[src/rtl/d_capture_pkg.sv]
// ============================================================================
// Module      : d_capture_pkg
// Description : Shared constants, width helpers and handshake type for the
//               d_capture_reader codebase slice.
// Revision    : 1.0 - initial release
// ============================================================================
`default_nettype none

package d_capture_pkg;

    localparam int DEPTH_MIN     = 2;
    localparam int DEPTH_DEFAULT = 4;

    // Depths below the minimum are clamped so the pointer is never zero-width.
    function automatic int ptr_width(input int depth);
        return $clog2((depth < DEPTH_MIN) ? DEPTH_MIN : depth);
    endfunction

    function automatic int count_width(input int depth);
        return $clog2(depth + 1);
    endfunction

    localparam int PTR_W_DEFAULT = $clog2(DEPTH_DEFAULT);
    localparam int CNT_W_DEFAULT = $clog2(DEPTH_DEFAULT + 1);

    typedef struct packed {
        logic valid;
        logic ready;
    } hs_t;

endpackage : d_capture_pkg

`default_nettype wire

[src/rtl/d_capture_mem.sv]
// ============================================================================
// Module      : d_capture_mem
// Description : DEPTH x WIDTH storage, one synchronous write port and one
//               asynchronous read port. Contents are not reset.
// Revision    : 1.0 - initial release
// ============================================================================
`default_nettype none

module d_capture_mem
    import d_capture_pkg::*;
#(
    parameter int WIDTH = 8,
    parameter int DEPTH = 4
) (
    input  logic                        clk,
    input  logic                        we,
    input  logic [ptr_width(DEPTH)-1:0] waddr,
    input  logic [WIDTH-1:0]            wdata,
    input  logic [ptr_width(DEPTH)-1:0] raddr,
    output logic [WIDTH-1:0]            rdata
);

    logic [WIDTH-1:0] r_mem [DEPTH];

    always_ff @(posedge clk) begin
        if (we) begin
            r_mem[waddr] <= wdata;
        end
    end

    assign rdata = r_mem[raddr];

endmodule : d_capture_mem

`default_nettype wire

[src/rtl/d_capture_reader.sv]
// ============================================================================
// Module      : d_capture_reader
// Description : Captures enable-strobed words into a small buffer, delivers
//               them in order over valid/ready, and mirrors the last capture
//               on q/qn. Optional macro D_CAPTURE_EDGE_EN makes capture fire
//               only on the first cycle of each e-high interval.
// Revision    : 1.0 - initial release
// ============================================================================
`default_nettype none

module d_capture_reader
    import d_capture_pkg::*;
#(
    parameter int WIDTH = 8,
    parameter int DEPTH = 4
) (
    input  logic                       clk,
    input  logic                       rst_n,
    input  logic [WIDTH-1:0]           d,
    input  logic                       e,
    input  logic                       clr,
    output logic                       out_valid,
    input  logic                       out_ready,
    output logic [WIDTH-1:0]           out_data,
    output logic [WIDTH-1:0]           q,
    output logic [WIDTH-1:0]           qn,
    output logic [$clog2(DEPTH+1)-1:0] count,
    output logic                       full,
    output logic                       overflow
);

    localparam int c_ptr_w = ptr_width(DEPTH);
    localparam int c_cnt_w = count_width(DEPTH);

    logic [c_ptr_w-1:0] r_wr_ptr;
    logic [c_ptr_w-1:0] r_rd_ptr;
    logic [c_cnt_w-1:0] r_count;
    logic [WIDTH-1:0]   r_q;
    logic               r_overflow;

    logic               w_cap;
    logic               w_push;
    logic               w_pop;
    logic               w_full;
    hs_t                w_out_hs;

`ifdef D_CAPTURE_EDGE_EN
    logic r_e_d;

    always_ff @(posedge clk or negedge rst_n) begin
        if (!rst_n) begin
            r_e_d <= 1'b0;
        end else begin
            r_e_d <= e;
        end
    end

    assign w_cap = e & ~r_e_d;
`else
    assign w_cap = e;
`endif

    assign w_full         = (r_count == c_cnt_w'(DEPTH));
    assign w_out_hs.valid = (r_count != '0);
    assign w_out_hs.ready = out_ready;
    assign w_pop          = w_out_hs.valid & w_out_hs.ready;
    // A pop frees a slot in the same cycle, so a full buffer may still accept.
    assign w_push         = w_cap & (~w_full | w_pop);

    always_ff @(posedge clk or negedge rst_n) begin
        if (!rst_n) begin
            r_wr_ptr   <= '0;
            r_rd_ptr   <= '0;
            r_count    <= '0;
            r_q        <= '0;
            r_overflow <= 1'b0;
        end else if (clr) begin
            r_wr_ptr   <= '0;
            r_rd_ptr   <= '0;
            r_count    <= '0;
            r_overflow <= 1'b0;
        end else begin
            if (w_push) begin
                r_wr_ptr <= r_wr_ptr + c_ptr_w'(1);
                r_q      <= d;
            end
            if (w_pop) begin
                r_rd_ptr <= r_rd_ptr + c_ptr_w'(1);
            end
            case ({w_push, w_pop})
                2'b10:   r_count <= r_count + c_cnt_w'(1);
                2'b01:   r_count <= r_count - c_cnt_w'(1);
                default: r_count <= r_count;
            endcase
            if (w_cap && w_full && !w_pop) begin
                r_overflow <= 1'b1;
            end
        end
    end

    d_capture_mem #(
        .WIDTH (WIDTH),
        .DEPTH (DEPTH)
    ) u_mem (
        .clk   (clk),
        .we    (w_push & ~clr),
        .waddr (r_wr_ptr),
        .wdata (d),
        .raddr (r_rd_ptr),
        .rdata (out_data)
    );

    assign out_valid = w_out_hs.valid;
    assign full      = w_full;
    assign count     = r_count;
    assign overflow  = r_overflow;
    assign q         = r_q;
    assign qn        = ~r_q;

endmodule : d_capture_reader

`default_nettype wire

[config.mk]
export PLATFORM = sky130hd
export DESIGN_NAME = d_capture_reader
export DESIGN_NICKNAME = d
export VERILOG_FILES = /design/src/rtl/d_capture_pkg.sv /design/src/rtl/d_capture_mem.sv /design/src/rtl/d_capture_reader.sv
export SDC_FILE = /design/constraint.sdc
export NUM_CORES = 1
export LEC_CHECK = 0
export CORE_UTILIZATION = 30
export DETAILED_ROUTE_END_ITERATION = 10
export PLACE_DENSITY = 0.55
export SETUP_SLACK_MARGIN = 0.5
export SLEW_MARGIN = 5
export SYNTH_ARGS = -nofsm -noshare
export SYNTH_HDL_FRONTEND = slang
export SYNTH_SLANG_ARGS = --single-unit
[constraint.sdc]
create_clock -name clk -period 5.1 [get_ports clk]
set_clock_uncertainty 0.15 [all_clocks]
set_input_delay 0.765 -clock clk [delete_from_list [all_inputs] [get_ports clk]]
set_output_delay 0.765 -clock clk [all_outputs]
set_load 0.005 [all_outputs]
==> flow_summary.ini <==
[global_route]
grt_antenna_before_repair = 0
grt_use_total_pct = 12.0
grt_first_pass_wirelength_um = 6670
grt_overflow = 0
grt_pass1_vias = 1259
grt_max_degree = 17

[yosys]
yosysTopAreaCell = edfxtp_1
synth_area_um2 = 2140
ys.warnings.count = 0
synth-seq-cells = 48
synth_flop_cell = edfxtp_1
ys_types = 38
synth.area.top_cells = edfxtp_1 45%, dfrtp_1 19%, mux4_2 8.4%
seq_area_frac_synth_pct = 63.6
synth_nets = 154
async_reset_ff_share_pct = 33.3
synth_edf_count = 32
synthTopCellsByCount = 32 x edfxtp_1, 16 x dfrtp_1, 13 x inv_1
syn_avg_cell_area_um2 = 15.7
yosysMostFrequentCell = edfxtp_1
synth_top_area_share_pct = 44.9
synth_cells = 136

[final_layout]
stdcell_count = 274
finalInstanceArea_um2 = 2750
nets = 195
final_layout_size_suffix_gt1_share_pct = 15.7
final_util_pct = 40.2
insertedDiodeCount = 0
syn2layout_area_growth_pct = 28.4

[worst_setup_path]
cp_num_buf_inv = 2
path_class = in2reg
worstPathMaxFanout = 12
crit_arrival_ns = 3.01
critPathSlowestCell = nor3_2
startpoint_type = primary input
cp_cell_sequence = clkdlybuf4s50_1 > inv_1 > nor3_2 > and2_1
critical-path-top-delay-family = simple AND/OR/NAND/NOR gates
crit_required_ns = 4.91
crit_start = e
r2r_start = count[2]$_DFFE_PN0P_
end_kind = register
critPathMaxStageDelay_ns = 0.90

[route]
antenna_left = 0
firstDrtPassIters = 4
viasPerCell = 4.50
num_vias = 1233
wl_per_cell_um = 15.0
routed_wl_um = 4100
drt_iter0_drc = 82
drc = 0

[die]
core-area_um2 = 6830
die_w_um = 86.5
start_util_pct = 31.3
die-area_um2 = 7470
rows = 30
io_pins = 43
die_y_um = 86.5

[clock_tree]
clockBufferDepth = 2
insertion_delay_ns = 0.30
numClockSinks = 48
post_cts_buffers = 0
cts_max_level = 2
cts_tree = done
cts_hold_buf = 0
cts-buffers-inserted = 5
post_cts_resize_count = 0
clkTransAtPathRegs_ns = 0.09
ctsRootBufferMaster = clkbuf_8

[power_and_ir_drop]
ir_drop_mv = 0.108
power.density_nw_per_um2 = 347
power_leakage_nw = 0.993

[place]
place_inst = 266
dpl_cell_area_um2 = 2630
hpwl_um = 2930
placement.io_buffers = 42
place_congestion = 0.902

[sta]
setup_tns_ns = 0
period_needed_ns = 3.20
rsz0062_at_grt = no
max_freq_mhz = 313
setup_viol = 0
final_max_slew_viol_count = 0
worst_pin_slew_ns = 1.11
slew_headroom_pct = 25.4
fin_hold_ws_ns = 0.369
hold_viol_final = 0
fin_crit_sh_pct = 62.7

[run_status]
outcome = finished clean

[worst_hold_path]
min-delay-start = overflow$_DFFE_PN0P_
hold_class = reg2reg

[flow_run]
cap_viol_max_count = 0
-- tightest hold or removal path: cells and delay by family, from the launching register on --
kind | cells | cell delay (ns)
DFF | 1 | 0.36
and+or+nand+nor | 1 | 0.08
AOI/OAI and AO/OA | 1 | 0.05
-- layer usage --
metal  share of wire [%]  GRT usage [%]
met5                   0              0
met4                 1.4           4.55
met1                  45           16.0
met3                 5.8           3.05
met2                  47           18.9
-- through the flow --
step                      setup slack, ns  power [mW]
after floorplan                      2.79       0.573
after global placement               1.68       0.683
after detailed placement             1.46       0.686
after CTS                            1.79       0.965
after global routing                 1.63        1.00
final                                1.90       0.954
-- kinds of logic after synthesis --
logic type,after synthesis,share of synthesized area (%)
flip-flops,48,63.6
AND/OR/NAND/NOR,26,7.78
buffers and inverters,21,4.56
multiplexers,18,14.7
AO/OA/AOI/OAI,16,5.26
adder cells (fa/ha/maj),5,3.27
XOR/XNOR,2,0.819
-- cell type report --
cell class | count | area, µm²
Multi-Input combinational cell | 67 | 681
Clock inverter | 3 | 46.3
Inverter | 13 | 48.8
Fill cell | 640 | 4090
Tap cell | 96 | 120
Timing Repair Buffer | 42 | 420
Clock buffer | 5 | 68.8
Sequential cell | 48 | 1360
-- cells in the final DEF (no fill, tap or decap), types with 2 or more instances in the layout --
master,count
clkdlybuf4s50_1,42
edfxtp_1,32
dfrtp_1,16
inv_1,13
mux4_2,8
nor2_1,8
mux2_4,6
nand2b_1,5
clkbuf_8,5
and2_1,4
ha_1,4
mux2_2,3
a21oi_1,3
or3_1,2
xor2_1,2
o211ai_1,2
o21ai_0,2
-- sequential cells by signal, summed over array words and instances, names as in the netlist --
| signal | count |
|---|---|
| count | 3 |
| overflow | 1 |
| q | 8 |
| r_rd_ptr | 2 |
| r_wr_ptr | 2 |
| u_mem.r_mem | 32 |
-- path summary, 6_finish.rpt --
check / endpoint / slack (ns) / cells past startpoint
hold / removal: overflow$_DFFE_PN0P_ / 0.37 / 2
hold reg to reg: overflow$_DFFE_PN0P_ / 0.37 / 2
max in group asynchronous: q[3]$_DFFE_PN0P_ / 3.50 / 1
setup / recovery: u_mem.r_mem[1][2]$_DFFE_PP_ / 1.90 / 4
min in group asynchronous: q[1]$_DFFE_PN0P_ / 0.77 / 1
setup reg to reg: u_mem.r_mem[1][2]$_DFFE_PP_ / 2.47 / 3
-- power by group --
part	internal [mW]	switching, mW
clock	0.148	0.132
sequential	0.441	0.0360
combinational	0.132	0.0657
total	0.720	0.234
Power figures use the tool's default switching activity.
==> RTL edit 1 (same settings) <==
Add a define of `D_CAPTURE_EDGE_EN`.
--- a/src/rtl/d_capture_reader.sv
+++ b/src/rtl/d_capture_reader.sv
@@ -7,6 +7,8 @@
 // Revision    : 1.0 - initial release
 // ============================================================================
 `default_nettype none
+
+`define D_CAPTURE_EDGE_EN
 
 module d_capture_reader
     import d_capture_pkg::*;
Behaviour: not the same (Yosys sat finds a counterexample within 4 cycles, from zero or initial values and one cycle with rst_n low).
==> RTL edit 1 against the unedited design <==
  * Worst setup slack improved by 210 ps
  * Routed wire length is 0.46% higher
  * Final area stayed put
  * Non-clock buffer count increased by 1
  * Area after synthesis down 0.70%
  * Critical path type is now flop to output pin
  * Fmax rose by 6.9%
  * Via count grew 1.6%
  * Core utilization stayed put
  * Critical path depth fell by 2
  * Power shrank 1.2%
  * Sequential cell count increased by 1
  * Largest power group unchanged
==> RTL edit 1: results (changes against the unedited design) <==
metric	value	unit	change
status	completed		
r2r_slack	2780	ps	+310 ps
yosys-top-cells-count	edfxtp_1, dfrtp_1, inv_1, nand2_1		
arrival	2070	ps	-940 ps
layout.nets	200		+2.6%
hold-path-endpoint	overflow		
avgRoutedWirePerCell	14.8	um	-1.3%
vdd_drop_max	0.131	mV	+21%
antenna_found_initial	0		unchanged
synth-seq-area-share	65.3	%	+1.6 points
path_max_fanout	10		-2
top_register	u_mem.r_mem		
dp_slack	2360	ps	+901 ps
numCtsBuffers	5		unchanged
cts_buffer_depth	2		unchanged
routed_wl	4.12	mm	+0.46%
grt.total_usage	12.5	%	+0.53 points
drt_iter0_drc	64		-22%
grt_max_degree	21		+4
hold_path_depth	2		unchanged
first_pass_iters	4		unchanged
synth_cell_type_count	34		-11%
synth-async-reset-ratio	34.7	%	+1.4 points
r2r_end	count[2]		
dp.cells	271		+1.9%
timing.rr.start	count[1]		
grt_first_pass_wirelength	6.91	mm	+3.6%
largest_reg_flops	32		unchanged
worstMarginPinSlew	905	ps	-207 ps
synth_fp_nets	155		+0.65%
htree_num_levels	2		unchanged
clk_pin_slew	90	ps	about the same
drive_gt1_share	20.2	%	+4.5 points
cts_hold_buf	0		unchanged
num_vias	1253		+1.6%
leakagePower	0.991	nW	-0.23%
clock_latency	300	ps	about the same
nFillCells	653		+2.0%
swShare	24.1	%	-0.45 points
dp_hpwl	2.90	mm	-1.0%
r2r_cells	7		+4
place_congestion	0.691		-23%
hp-class	flop to flop		
avgSynthCellArea	15.5	sq um	-1.4%
synth.area.top_cells	edfxtp_1, dfrtp_1, mux4_2		
==> RTL edit 1: cell count changes in the layout (fill, tap and decap cells not counted), moves of 3 or more <==
cell,unedited run,this run
nand2_1,0,11
o21ai_2,0,9
mux2_4,6,0
and2_1,4,0
and2_4,0,4
mux2_2,3,0
nand2b_1,5,2
==> RTL edit 1: critical path, stage by stage (launching register included) <==
cell             delay, ps
dfrtp_1                720
mux4_2                 590
clkdlybuf4s50_1        460
==> RTL edit 1: area by class of cell <==
type / instances / share of cell area [%]
clock buffers: 6 / 2.64
multi-input cells: 72 / 24.0
repair buffers: 43 / 15.6
clock inverters: 2 / 1.41
well taps: 96 / 4.37
inverters: 11 / 1.50
flip-flops and latches: 49 / 50.5
==> RTL edit 1: worst max-delay path by stage <==
| stage | from | endpoint | slack [ps] |
|---|---|---|---|
| 3_3_place_gp | out_ready | count[2] | 2380 |
| 3_5_place_dp | out_ready | count[2] | 2360 |
| 6_report | r_rd_ptr[0] | out_data[4] | 2110 |
| 5_1_grt | r_rd_ptr[0] | out_data[4] | 1940 |
| 2_1_floorplan | count[1] | count[2] | 2950 |
| 4_1_cts | r_rd_ptr[0] | out_data[4] | 2040 |
==> RTL edit 1: routing by layer <==
metal	up-vias	wire length [um]	GRT usage (%)	part of all wire, %
met4	0	65	5.00	1.6
met2	50	1980	20.4	48
met3	7	238	2.98	5.8
met1	613	1840	16.1	45
met5	-	0	0	0
li1	583	-	-	-
==> RTL edit 1: power by group through the flow <==
stage / sequential (W) / clock [W] / combinational [W]
after CTS: 0.000476 / 0.000285 / 0.000196
after detailed placement: 0.000485 / 0 / 0.000194
after floorplan: 0.000472 / 0 / 0.0000931
after global routing: 0.000480 / 0.000303 / 0.000210
after global placement: 0.000483 / 0 / 0.000192
final: 0.000474 / 0.000276 / 0.000192
==> RTL edit 1: logic make-up (layout without fill, tap and decap cells) <==
group                      Yosys count  count (layout)  share of synthesized area [%]
DFF                                 49              49                           65.3
and+or+nand+nor                     37              37                           10.5
AOI/OAI and AO/OA                   16              16                           6.13
buffers and inverters               16              62                           3.71
muxes                               10              10                           9.48
adders and majority gates            5               5                           3.30
xor gates and xnor gates             4               4                           1.65
==> RTL edit 1: through the flow <==
stage                     instance area (sq um)  hold slack [ps]  total power [W]
after floorplan                            2120              319         0.000565
final                                      2750              378         0.000942
after global routing                       2750              409         0.000993
after global placement                     2640              339         0.000675
after detailed placement                   2640              347         0.000679
after CTS                                  2750              375         0.000957
==> RTL edit 2 (same settings) <==
Without the edit above. Put one more register stage on the output `overflow`, without a reset. The value now appears one clock later. The other outputs are not delayed to match.
--- a/src/rtl/d_capture_reader.sv
+++ b/src/rtl/d_capture_reader.sv
@@ -113,7 +113,9 @@
     assign out_valid = w_out_hs.valid;
     assign full      = w_full;
     assign count     = r_count;
-    assign overflow  = r_overflow;
+    always_ff @(posedge clk) begin
+        overflow <= r_overflow;
+    end
     assign q         = r_q;
     assign qn        = ~r_q;
 
Check against the original RTL: not equivalent (Yosys sat finds a counterexample within 10 cycles, from zero or initial values and one cycle with rst_n low).
==> RTL edit 2 against the unedited design <==
  * Combinational power barely moved
  * Area after synthesis rose by 0.94%
  * Sequential cell count rose by 1
  * Worst setup slack improved by 57 ps
  * First-iteration DRC count fell by 61%
  * Routed wire length fell by 2.3%
  * Final area rose by 1.5%
  * Power rose by 5.9%
  * Highest routed layer unchanged
==> RTL edit 2: results (changes against the unedited design) <==
metric	value	unit	change
status	completed		
syn_inst	137		+0.74%
drt_iter0_drc	32		-61%
top_register	u_mem.r_mem		
path_max_fanout	12		unchanged
fin_crit	3140	ps	-57.4 ps
grt.total_usage	11.4	%	-0.57 points
leakagePower	1.02	nW	+2.2%
grt_pass1_vias	1287		+2.2%
r2r_end	u_mem.r_mem[0][7]		
cp_slowest_cell	nor3_2		
root_buffer	clkbuf_8		
htree_num_levels	2		unchanged
yosys-top-cells-count	edfxtp_1, dfrtp_1, inv_1		
synth-async-reset-ratio	32.7	%	-0.68 points
synth-edff-count	32		unchanged
timing.rr.start	count[2]		
place_congestion	0.865		-4.2%
clock_latency	300	ps	about the same
layout.nets	196		+0.51%
hp-class	flop to flop		
dp_slack	1580	ps	+124 ps
net-switching-power	0.000232	W	-0.82%
relSlewSlack	29.2	%	+3.7 points
yosysWarnings	0		unchanged
cts_buffer_depth	2		unchanged
postPlaceCellArea	2650	sq um	+0.76%
avgRoutedWirePerCell	14.6	um	-2.7%
grt_first_pass_wirelength	6.33	mm	-5.1%
largest_reg_flops	32		unchanged
antenna_found_initial	0		unchanged
ant_nets	0		unchanged
numCtsBuffers	5		unchanged
r2r_slack	2540	ps	+70 ps
path_delay_family	simple AND/OR/NAND/NOR gates		
synth_fp_nets	155		+0.65%
vdd_drop_max	0.145	mV	+35%
drive_gt1_share	15.6	%	-0.088 points
first_pass_iters	4		unchanged
r2r_cells	3		unchanged
routed_via_density	4.49		-0.20%
finalHoldViolations	0		unchanged
synth.area.top_cells	edfxtp_1, dfrtp_1, mux4_2		
slowest_delay	860	ps	-40 ps
grt_max_degree	17		unchanged
dp_hpwl	2.95	mm	+0.65%
port_buffers	42		unchanged
critical_path.startpoint	e		
synth_cell_type_count	39		+2.6%
dp.cells	267		+0.38%
synth-seq-area-share	64.0	%	+0.34 points
cts_hold_buf	0		unchanged
cts_setup_buffers	0		unchanged
post_cts_resized	0		unchanged
diodes	0		unchanged
fin_cells	275		+0.36%
clk_pin_slew	90	ps	about the same
arrival	2950	ps	-60 ps
end_kind	flop		
==> RTL edit 2: cell types whose count changed after synthesis <==
cell / before / now
dfxtp_1: 0 / 1
==> RTL edit 2: worst min-delay path by stage <==
stage / from / end / slack [ps] / cells after the start
after floorplan: r_overflow / overflow / 200 / 0
after CTS: r_overflow / overflow / 250 / 0
after global placement: r_overflow / overflow / 230 / 0
final: r_overflow / overflow / 240 / 0
after detailed placement: r_overflow / overflow / 230 / 0
after global routing: r_overflow / overflow / 260 / 0
==> RTL edit 2: area by class of cell <==
class | count | area [sq um]
clock buffers | 5 | 68.8
clock inverters | 3 | 68.8
flip-flops and latches | 49 | 1380
fillers | 656 | 4080
repair buffers | 42 | 420
multi-input cells | 67 | 681
well taps | 96 | 120
inverters | 13 | 48.8
==> RTL edit 2: layer usage <==
layer / wire [um] / track usage, %
met5: 0 / 0
met4: 76 / 4.39
met3: 263 / 3.71
met2: 1900 / 18.5
met1: 1770 / 14.2
==> RTL edit 2: logic make-up after synthesis <==
group / after synthesis / synth area share (%)
compound gates: 16 / 5.21
xor+xnor: 2 / 0.811
fa+ha+maj: 5 / 3.24
buf+inv: 21 / 4.52
flops: 49 / 64.0
mux: 18 / 14.5
simple gates: 26 / 7.71
==> RTL edit 2: power by group through the flow <==
stage | logic (W) | clock network [W] | registers, W
final | 0.000197 | 0.000329 | 0.000484
after global routing | 0.000216 | 0.000349 | 0.000490
after CTS | 0.000200 | 0.000335 | 0.000486
after detailed placement | 0.000200 | 0 | 0.000494
after global placement | 0.000197 | 0 | 0.000493
after floorplan | 0.000106 | 0 | 0.000476
